## src/rtl/alu_pkg.sv

```systemverilog
// alu_pkg: shared definitions for the registered ALU (alu_seq).
// Holds DP opcodes, the sequencer state encoding and NZCV bit positions.
package alu_pkg;

    localparam logic [3:0] OP_AND = 4'h0;
    localparam logic [3:0] OP_EOR = 4'h1;
    localparam logic [3:0] OP_SUB = 4'h2;
    localparam logic [3:0] OP_RSB = 4'h3;
    localparam logic [3:0] OP_ADD = 4'h4;
    localparam logic [3:0] OP_ADC = 4'h5;
    localparam logic [3:0] OP_SBC = 4'h6;
    localparam logic [3:0] OP_RSC = 4'h7;
    localparam logic [3:0] OP_TST = 4'h8;
    localparam logic [3:0] OP_TEQ = 4'h9;
    localparam logic [3:0] OP_CMP = 4'hA;
    localparam logic [3:0] OP_CMN = 4'hB;
    localparam logic [3:0] OP_ORR = 4'hC;
    localparam logic [3:0] OP_MOV = 4'hD;
    localparam logic [3:0] OP_BIC = 4'hE;
    localparam logic [3:0] OP_MVN = 4'hF;

    typedef enum logic [1:0] {
        IDLE,
        MUL,
        ACC,
        DONE
    } state_t;

    localparam int FLAG_N = 3;
    localparam int FLAG_Z = 2;
    localparam int FLAG_C = 1;
    localparam int FLAG_V = 0;

endpackage

```

## src/rtl/alu_mul_iter.sv

```systemverilog
// alu_mul_iter: iterative shift-add multiplier, one multiplier bit per cycle.
// Ports: clk, rst_n, start (load operands), a, b, c (accumuland), last, result.
module alu_mul_iter #(
    parameter int WIDTH = 32
) (
    input  logic             clk,
    input  logic             rst_n,
    input  logic             start,
    input  logic [WIDTH-1:0] a,
    input  logic [WIDTH-1:0] b,
    input  logic [WIDTH-1:0] c,
    output logic             last,
    output logic [WIDTH-1:0] result
);

    localparam int CW = $clog2(WIDTH);

    logic             run;
    logic [CW-1:0]    cnt;
    logic [WIDTH-1:0] a_sh;
    logic [WIDTH-1:0] b_sh;
    logic [WIDTH-1:0] c_q;
    logic [WIDTH-1:0] acc;

    // a shifts left and b shifts right, so bit i of b meets A<<i on step i.
    always_ff @(posedge clk or negedge rst_n) begin
        if (!rst_n) begin
            run  <= 1'b0;
            cnt  <= '0;
            a_sh <= '0;
            b_sh <= '0;
            c_q  <= '0;
            acc  <= '0;
        end else if (start) begin
            run  <= 1'b1;
            cnt  <= CW'(WIDTH - 1);
            a_sh <= a;
            b_sh <= b;
            c_q  <= c;
            acc  <= '0;
        end else if (run) begin
            if (b_sh[0]) begin
                acc <= acc + a_sh;
            end
            a_sh <= a_sh << 1;
            b_sh <= b_sh >> 1;
            cnt  <= cnt - CW'(1);
            if (cnt == '0) begin
                run <= 1'b0;
            end
        end
    end

    assign last = run && (cnt == '0);

    // ACC step: the accumuland is added while the top FSM sits in ACC.
    assign result = acc + c_q;

endmodule

```

## src/rtl/alu_seq.sv

```systemverilog
// alu_seq: registered ARM data-processing ALU with iterative MUL/MLA and NZCV.
// Ports: CLK, RESETn, Start/Busy/Done handshake, ALUControl, S, Src_A/B/C,
// Shifter_C in; ALUResult, Write, ALUFlags out (all registered).
module alu_seq
    import alu_pkg::*;
#(
    parameter int WIDTH  = 32,
    parameter bit MUL_EN = 1'b1
) (
    input  logic             CLK,
    input  logic             RESETn,
    input  logic             Start,
    input  logic [4:0]       ALUControl,
    input  logic             S,
    input  logic [WIDTH-1:0] Src_A,
    input  logic [WIDTH-1:0] Src_B,
    input  logic [WIDTH-1:0] Src_C,
    input  logic             Shifter_C,
    output logic [WIDTH-1:0] ALUResult,
    output logic             Write,
    output logic             Busy,
    output logic             Done,
    output logic [3:0]       ALUFlags
);

    state_t           state;
    logic             s_q;
    logic             is_mul;
    logic             accept;
    logic             mul_start;
    logic             mul_last;
    logic [WIDTH-1:0] mul_res;

    logic [3:0]       op;
    logic [WIDTH-1:0] x;
    logic [WIDTH-1:0] y;
    logic             cin;
    logic             arith;
    logic [WIDTH-1:0] lres;
    logic [WIDTH:0]   sum;
    logic [WIDTH-1:0] res_c;
    logic [3:0]       flags_c;
    logic             wr_c;

    assign is_mul    = MUL_EN && ALUControl[4];
    assign accept    = Start && (state == IDLE || state == DONE);
    assign mul_start = accept && is_mul;

    // Without a multiplier, mul-class opcodes fall through as MOV.
    assign op   = ALUControl[4] ? OP_MOV : ALUControl[3:0];
    assign wr_c = (op[3:2] != 2'b10);

    always_comb begin
        x     = Src_A;
        y     = Src_B;
        cin   = 1'b0;
        arith = 1'b0;
        lres  = '0;
        unique case (op)
            OP_SUB, OP_CMP: begin
                y     = ~Src_B;
                cin   = 1'b1;
                arith = 1'b1;
            end
            OP_RSB: begin
                x     = Src_B;
                y     = ~Src_A;
                cin   = 1'b1;
                arith = 1'b1;
            end
            OP_SBC: begin
                y     = ~Src_B;
                cin   = ALUFlags[FLAG_C];
                arith = 1'b1;
            end
            OP_RSC: begin
                x     = Src_B;
                y     = ~Src_A;
                cin   = ALUFlags[FLAG_C];
                arith = 1'b1;
            end
            OP_ADC: begin
                cin   = ALUFlags[FLAG_C];
                arith = 1'b1;
            end
            OP_ADD, OP_CMN: arith = 1'b1;
            OP_AND, OP_TST: lres = Src_A & Src_B;
            OP_EOR, OP_TEQ: lres = Src_A ^ Src_B;
            OP_ORR:         lres = Src_A | Src_B;
            OP_MOV:         lres = Src_B;
            OP_BIC:         lres = Src_A & ~Src_B;
            OP_MVN:         lres = ~Src_B;
            default:        lres = '0;
        endcase
        sum   = {1'b0, x} + {1'b0, y} + {{WIDTH{1'b0}}, cin};
        res_c = arith ? sum[WIDTH-1:0] : lres;
        flags_c[FLAG_N] = res_c[WIDTH-1];
        flags_c[FLAG_Z] = (res_c == '0);
        flags_c[FLAG_C] = arith ? sum[WIDTH] : Shifter_C;
        flags_c[FLAG_V] = arith
            ? ((x[WIDTH-1] == y[WIDTH-1]) && (res_c[WIDTH-1] != x[WIDTH-1]))
            : ALUFlags[FLAG_V];
    end

    generate
        if (MUL_EN) begin : g_mul
            alu_mul_iter #(
                .WIDTH(WIDTH)
            ) u_mul (
                .clk   (CLK),
                .rst_n (RESETn),
                .start (mul_start),
                .a     (Src_A),
                .b     (Src_B),
                .c     (ALUControl[0] ? Src_C : {WIDTH{1'b0}}),
                .last  (mul_last),
                .result(mul_res)
            );
        end else begin : g_nomul
            assign mul_last = 1'b0;
            assign mul_res  = '0;
        end
    endgenerate

    always_ff @(posedge CLK or negedge RESETn) begin
        if (!RESETn) begin
            state     <= IDLE;
            s_q       <= 1'b0;
            Busy      <= 1'b0;
            Done      <= 1'b0;
            Write     <= 1'b0;
            ALUResult <= '0;
            ALUFlags  <= '0;
        end else begin
            Done  <= 1'b0;
            Write <= 1'b0;
            unique case (state)
                IDLE, DONE: begin
                    if (accept && is_mul) begin
                        state <= MUL;
                        Busy  <= 1'b1;
                        s_q   <= S;
                    end else if (accept) begin
                        state     <= DONE;
                        Done      <= 1'b1;
                        Write     <= wr_c;
                        ALUResult <= res_c;
                        if (S) begin
                            ALUFlags <= flags_c;
                        end
                    end else begin
                        state <= IDLE;
                    end
                end
                MUL: begin
                    if (mul_last) begin
                        state <= ACC;
                    end
                end
                ACC: begin
                    state     <= DONE;
                    Busy      <= 1'b0;
                    Done      <= 1'b1;
                    Write     <= 1'b1;
                    ALUResult <= mul_res;
                    if (s_q) begin
                        ALUFlags[FLAG_N] <= mul_res[WIDTH-1];
                        ALUFlags[FLAG_Z] <= (mul_res == '0);
                    end
                end
                default: state <= IDLE;
            endcase
        end
    end

endmodule

```

## config.mk

```make
export PLATFORM = sky130hd
export DESIGN_NAME = alu_seq
export DESIGN_NICKNAME = d
export VERILOG_FILES = /design/src/rtl/alu_pkg.sv /design/src/rtl/alu_mul_iter.sv /design/src/rtl/alu_seq.sv
export SDC_FILE = /design/constraint.sdc
export NUM_CORES = 1
export LEC_CHECK = 0
export CORE_MARGIN = 4
export CORE_UTILIZATION = 60
export CTS_CLUSTER_DIAMETER = 150
export DETAILED_ROUTE_END_ITERATION = 16
export PLACE_DENSITY_LB_ADDON = 0.05
export SYNTH_ARGS = -nofsm -noshare
export SYNTH_HDL_FRONTEND = slang
export SYNTH_HIERARCHICAL = 1
export SYNTH_SLANG_ARGS = --single-unit
export TNS_END_PERCENT = 30
```

## constraint.sdc

```tcl
create_clock -name CLK -period 4.39 [get_ports CLK]
set_input_delay 0.6585 -clock CLK [delete_from_list [all_inputs] [get_ports CLK]]
set_output_delay 0.6585 -clock CLK [all_outputs]
set_load 0.02 [all_outputs]
```

Word level (Yosys, flattened, before mapping)
Index checks and enable logic that the tools add are counted.

word-level totals
  register bits after elaboration = 176
  bits of input ports = 106
  output and inout bits = 39

operators by class
  add/subtract/negate cells = 5
  equality and inequality tests = 27
  multiplexer cells = 42
  bitwise gates (word level) = 7
  reductions and logical operators = 28

operators by type and width
  kind                                                                   number
  32-bit 2-to-1 mux                                                      12
  32-bit one-hot mux with 6 select lines                                 1
  32-bit one-hot mux with 2 select lines                                 2
  32-bit adder                                                           2
  32-bit bitwise AND                                                     2
  32-bit zero test                                                       2
  32-bit inverter                                                        2
  32-bit by 32-bit adder with 33-bit output                              1
  33-bit by 1-bit adder with 33-bit output                               1
  4-bit equality test, second input constant                             8
  32-bit bitwise OR                                                      1
  32-bit bitwise XOR                                                     1
  4-bit by 3-bit equality test with 1-bit output, second input constant  4
  4-bit 2-to-1 mux                                                       4
  1-bit 2-to-1 mux                                                       11
  5-bit 2-to-1 mux                                                       2
  2-bit != test, second input constant                                   5
  5-bit AND reduction                                                    2
  3-bit OR reduction                                                     3
  4-bit by 2-bit equality test with 1-bit output, second input constant  2
  2-bit 2-to-1 mux                                                       4
  1-bit one-hot mux with 2 select lines                                  4
  2-bit OR reduction                                                     4
  8-bit OR reduction                                                     1
  19 further kinds                                                       28

Logic depth before layout (Yosys ltp)
Gate-level depths: netlist (run 1).

  depth after elaboration = 14
  depth in mapped cells = 21
  mapped depth without buffers = 17

Hierarchy
Netlist (run 1), hierarchy kept.

modules (own cells, without submodules)
  module        instances  cells an instance  area each (sq um)  seq. area each (sq um)
  alu_mul_iter  1          951                8911.0             3353.2
  alu_seq       1          1125               7365.8             1051.0

Least setup slack after synthesis (run 1)
OpenSTA, ideal clock, no wires.

  kind = input to register
  start point = in ALUControl[1]
  end point = reg ALUFlags[2]
  setup time = 0.077 ns
  data arrival time = 5.100 ns
  setup slack = -0.787 ns
  stages on the path = 19
  cells stage by stage = clkbuf_1 buf_1 nand3b_1 clkbuf_1 clkbuf_1 a31oi_1 fa_1 inv_1 fa_1 a21o_1 a221o_2 a2111oi_4 nor4_1 or3_1 a31o_1 or4_1 nor4_2 nand4_1 o21ai_1

between the ends
  cells in the longest elaborated chain, start to end = 12
  elaborated cells between the ends (all ways) = 37

ends and longest elaborated chain
  what                                                                                RTL line        RTL
  start: declaration                                                                  alu_seq.sv:13   input logic [4:0] ALUControl,
  4-bit 2-to-1 mux *                                                                  alu_seq.sv:50   assign op = ALUControl[4] ? OP_MOV : ALUControl[3:0];
  4-bit by 3-bit equality test with 1-bit output (tied with other cells)              alu_seq.sv:59   unique case (op)
  3-bit OR reduction (no line) / 2-bit OR reduction (equally long branches)           n/a
  32-bit one-hot mux with 2 select lines / 32-bit 2-to-1 mux (equally long branches)  alu_seq.sv:59
  32-bit by 32-bit adder with 33-bit output                                           alu_seq.sv:95   sum = {1'b0, x} + {1'b0, y} + {{WIDTH{1'b0}}, cin};
  33-bit by 1-bit adder with 33-bit output                                            alu_seq.sv:95
  32-bit 2-to-1 mux *                                                                 alu_seq.sv:96   res_c = arith ? sum[WIDTH-1:0] : lres;
  32-bit zero test *                                                                  alu_seq.sv:98   flags_c[FLAG_Z] = (res_c == '0);
  4-bit 2-to-1 mux *                                                                  alu_seq.sv:148  if (S) begin
  4-bit 2-to-1 mux *                                                                  alu_seq.sv:143  end else if (accept) begin
  4-bit 2-to-1 mux *                                                                  alu_seq.sv:139  if (accept && is_mul) begin
  2-bit one-hot mux with 2 select lines *                                             alu_seq.sv:137  unique case (state)
  end signal: assignment                                                              alu_seq.sv:149  ALUFlags <= flags_c;
  end signal: indexed assignment                                                      alu_seq.sv:167  ALUFlags[FLAG_N] <= mul_res[WIDTH-1];
  end signal: indexed assignment                                                      alu_seq.sv:168  ALUFlags[FLAG_Z] <= (mul_res == '0);
  end: declaration                                                                    alu_seq.sv:23   output logic [3:0] ALUFlags

Mark *: on every way between the ends. The rest lies on a longest branch, timed or not. The select of a mux whose other input is x is not followed.
A chain may end at the register's enable or synchronous reset.

Worst setup path after layout (run 1)
  start point = in ALUControl[4]
  end point = reg ALUFlags[2]

between the ends
  cells in the longest elaborated chain, start to end = 12
  elaborated cells between the ends (all ways) = 40

ends and longest elaborated chain
  what                                                                                RTL line
  4-bit 2-to-1 mux                                                                    alu_seq.sv:50
  4-bit by 3-bit equality test with 1-bit output (tied with other cells)              alu_seq.sv:59
  3-bit OR reduction (no line) / 2-bit OR reduction (equally long branches)           n/a
  32-bit one-hot mux with 2 select lines / 32-bit 2-to-1 mux (equally long branches)  alu_seq.sv:59
  32-bit by 32-bit adder with 33-bit output                                           alu_seq.sv:95
  33-bit by 1-bit adder with 33-bit output                                            alu_seq.sv:95
  32-bit 2-to-1 mux                                                                   alu_seq.sv:96
  32-bit zero test                                                                    alu_seq.sv:98
  4-bit 2-to-1 mux                                                                    alu_seq.sv:148
  4-bit 2-to-1 mux                                                                    alu_seq.sv:143
  4-bit 2-to-1 mux                                                                    alu_seq.sv:139
  2-bit one-hot mux with 2 select lines                                               alu_seq.sv:137

Parallel ways exist; a longest one is shown, timed or not. The select of a mux whose other input is x is not followed.

==> flow_summary.json, run 1 <==
{
  "maxSlewViolCount": 0,
  "setup_ws_ns": -0.00539,
  "synth_edf_count": 0,
  "dp_hpwl_um": 43900,
  "fin_tns_setup_ns": -0.00539,
  "cp.arrival_ns": 4.76,
  "cp_common_cell": "buf_4",
  "r2r-start": "ALUFlags[1]",
  "clock_latency_ns": 0.45,
  "power.internal_uw": 6450,
  "outcome": "complete, but fails checks",
  "root_buffer": "clkbuf_16",
  "antenna_found_initial": 1,
  "synth_area_leader_cell": "dfrtp_1",
  "ys_types": 86,
  "combPwrFrac_pct": 62.6,
  "drt-initial-drc-count": 1878,
  "synth_area_um2": 16300,
  "vias": 17600,
  "power_per_cell_area_nw_per_um2": 598,
  "cts_buffers": 17,
  "wl_um": 57400,
  "setup_violations": 1,
  "ant_nets": 0,
  "switchingPower_uw": 5810,
  "fin_crit_sh_pct": 100,
  "ys.flop_type": "dfrtp_1",
  "seqPwrFrac_pct": 25.1,
  "slew_headroom_pct": 26.9,
  "drc": 0,
  "use_met2_pct": 63.4,
  "max-cap-violations": 0,
  "max_stage_delay_ns": 0.44,
  "r2r_cells": 19,
  "cts.clk_slew.worst_paths_ns": 0.08,
  "rows": 60,
  "ys_async_sr_fraction_pct": 100,
  "cts_max_level": 4,
  "grt-busiest-layer": "met2",
  "synthCells": 2076,
  "critPathMaxFanout": 6,
  "sw_frac_of_total_pct": 47.4,
  "clock_skew_ns": 0.0153,
  "seq_area_frac_synth_pct": 27.1,
  "overflow": 0,
  "ys_seq_elements": 176,
  "leakage_uw": 0.00993,
  "grt.met1_usage_pct": 45.5,
  "crit_family": "compound AO/OA/AOI/OAI gates",
  "io_buffers": 144,
  "tightest_slew_ns": 1.09,
  "violations": "negative setup slack",
  "finalCriticalPeriod_ns": 4.40,
  "die_x_um": 173,
  "wl_per_cell_um": 20.9,
  "fin_util_pct": 76.5,
  "cts_sinks": 176,
  "finalNonFillerCells": 2745,
  "hold_class": "input port to asynchronous set/reset pin",
  "core_um2": 26800,
  "max_freq_mhz": 228,
  "cts_tree": "built",
  "worst-r2r-setup-slack_ns": 0.07,
  "synthTopCellsByArea": "dfrtp_1 (27%), ha_1 (10%), o21ai_0 (8.6%), nand2_1 (6.9%), mux2i_1 (5.3%)",
  "syn_nets": 2316,
  "grt_pass1_vias": 17100,
  "grt_pass1_wl_um": 90300,
  "vias_per_cell": 6.41,
  "post_synth.cell_area_avg_um2": 7.84,
  "cp_cell_sequence": "buf_4 -> nor2b_4 -> nand3b_1 -> buf_4 -> nand2_2 -> buf_6 -> buf_4 -> nand2_1 -> o21ai_0 -> o21ai_0 -> ha_1 -> a211oi_1 -> o21bai_2 -> a2111oi_4 -> buf_4 -> buf_4 -> nor2_2 -> a311oi_1 -> and3_1 -> nand4_1 -> nor4_4 -> nand4_1 -> o21ai_1",
  "boundaryPins": 145,
  "grt_max_degree": 88,
  "clkPwrFrac_pct": 12.3,
  "drt-pass1-iter-count": 6,
  "grtUsageMet3_pct": 5.68,
  "crit_buf_inv": 6,
  "endpoint_kind": "flip-flop",
  "worst_path_max_delay_cell": "a2111oi_4",
  "grt_usage_pct": 37.2,
  "area_growth_pct": 26.0,
  "ys_warn_count": 6,
  "die_area_um2": 29800,
  "die_h_um": 173,
  "ir_worst_vdd_uv": 541,
  "hold_violations": 0,
  "place.gp.congestion": 0.987,
  "cts.path.max_buffers": 2,
  "netlist.area_leader.share_pct": 27.1,
  "worstSetupPathType": "input port to flip-flop",
  "start_util_pct": 60.7,
  "r2r_end": "ALUFlags[2]",
  "finish.net_count": 2630,
  "crit_required_ns": 4.76,
  "drive_gt1_share_pct": 17.2,
  "crit_path_start_kind": "input port",
  "rsz0062_at_grt": "yes",
  "dpl.cell_count": 2702,
  "hold_slack_ns": 0.201
}
## cells in the final DEF (no fill, tap or decap), types with 16 or more instances in the layout
master | netlist | final
nor2_1 | 107 | 102
xor2_1 | 26 | 26
buf_4 | 0 | 255
a21oi_1 | 153 | 149
clkbuf_16 | 0 | 17
nand2_1 | 300 | 298
a211oi_1 | 31 | 28
o211ai_1 | 20 | 20
nor3_1 | 31 | 30
and3_1 | 22 | 21
clkdlybuf4s50_1 | 0 | 136
nand3b_1 | 16 | 16
inv_1 | 98 | 96
mux2_2 | 41 | 41
a21o_1 | 51 | 50
and2_1 | 37 | 37
nand2b_1 | 26 | 26
xnor2_1 | 37 | 36
ha_1 | 130 | 130
dfrtp_1 | 176 | 175
nand3_1 | 38 | 37
o21ai_0 | 280 | 270
mux2i_1 | 86 | 86
nand4_1 | 18 | 18
o21a_1 | 17 | 17
## routing by layer
metal / vias up / routed length, um
met4: 2 / 3620
met3: 216 / 4190
li1: 8139 / -
met1: 8307 / 22600
met2: 938 / 27000
met5: - / 8
## cells by family (layout without fill, tap and decap cells)
| group | count (synthesis) | in the layout | share of synthesized area [%] |
|---|---|---|---|
| and+or+nand+nor | 671 | 671 | 19.6 |
| AOI/OAI and AO/OA | 694 | 694 | 26.2 |
| buffers and inverters | 211 | 538 | 5.14 |
| other | 0 | 1 | 0 |
| DFF | 176 | 176 | 27.1 |
| muxes | 127 | 127 | 8.13 |
| adders and majority gates | 134 | 134 | 10.5 |
| xor gates and xnor gates | 63 | 63 | 3.39 |
## flip-flops by register name, indices dropped and copies added (netlist names)
name              flops
state                 2
s_q                   1
g_mul.u_mul/acc      32
g_mul.u_mul/cnt       5
Write                 1
ALUResult            32
g_mul.u_mul/run       1
ALUFlags              4
Busy                  1
g_mul.u_mul/a_sh     32
Done                  1
g_mul.u_mul/c_q      32
g_mul.u_mul/b_sh     32
## worst reg2reg max path: cells and delay by family, from the launching register on
| kind | cells | cell delay (ns) |
|---|---|---|
| fa+ha+maj | 2 | 0.55 |
| compound gates | 7 | 1.64 |
| simple gates | 7 | 1.16 |
| flops | 1 | 0.49 |
| buf+inv | 3 | 0.38 |
## cell type report
cell class | count | area (um^2)
clock buffer | 19 | 443
sequential | 176 | 4410
clock inverter | 13 | 124
antenna | 1 | 2.50
tap | 341 | 427
inverter | 98 | 373
fill | 1931 | 6300
multi-input combinational | 1689 | 11200
timing repair buffer | 408 | 3490
## worst max path at each step
stage | start | to | slack [ns] | depth (start not counted)
5_1_grt | ALUControl[4] | ALUFlags[2] | -0.18 | 23
3_3_place_gp | ALUControl[0] | ALUResult[25] | -0.87 | 19
6_report | ALUControl[4] | ALUFlags[2] | -0.005 | 23
3_5_place_dp | ALUControl[0] | ALUFlags[1] | -1.00 | 19
4_1_cts | Src_B[0] | ALUFlags[2] | 0.008 | 19
2_1_floorplan | ALUControl[4] | ALUFlags[2] | -0.49 | 20
## cells in the mapped netlist, drive strengths merged, types with 26 or more instances
master	count
nor3	32
nand2	300
xnor2	37
nand2b	26
xor2	26
a21o	51
dfrtp	176
o21ai	288
nor2	107
mux2i	86
inv	98
clkbuf	95
a21oi	154
ha	130
and2	40
mux2	41
a211oi	32
nand3	38
## stage by stage
stage | total power, uW | instance area (um^2) | setup slack [ns]
after floorplan | 8010 | 16400 | -0.493
after global placement | 10100 | 19700 | -0.868
after detailed placement | 10500 | 19700 | -1.00
after CTS | 12100 | 20300 | 0.00761
after global routing | 13100 | 20500 | -0.180
final | 12300 | 20500 | -0.00539
## power by group through the flow
| stage | clock, uW | sequential (uW) | combinational [uW] |
|---|---|---|---|
| floorplan | 0 | 3020 | 4990 |
| global placement | 0 | 3050 | 7100 |
| detailed placement | 0 | 3070 | 7380 |
| CTS | 1530 | 3060 | 7490 |
| global route | 1590 | 3150 | 8390 |
| finish | 1510 | 3080 | 7670 |
## what timing repair did
action / CTS / global route
gates cloned: 0 / 0
endpoints found under the setup margin: 18 / 11
resized for setup: 24 / 52
buffers inserted: 4 / 7
hold buffers: 0 / 0
pin swaps: 6 / 24
Power figures use the tool's default switching activity.
==> run 2, diff against run 1 <==
- CAP_MARGIN: default -> 5
==> results of run 2 <==
The final DEF is identical to that of run 1; final timing and power are the same.
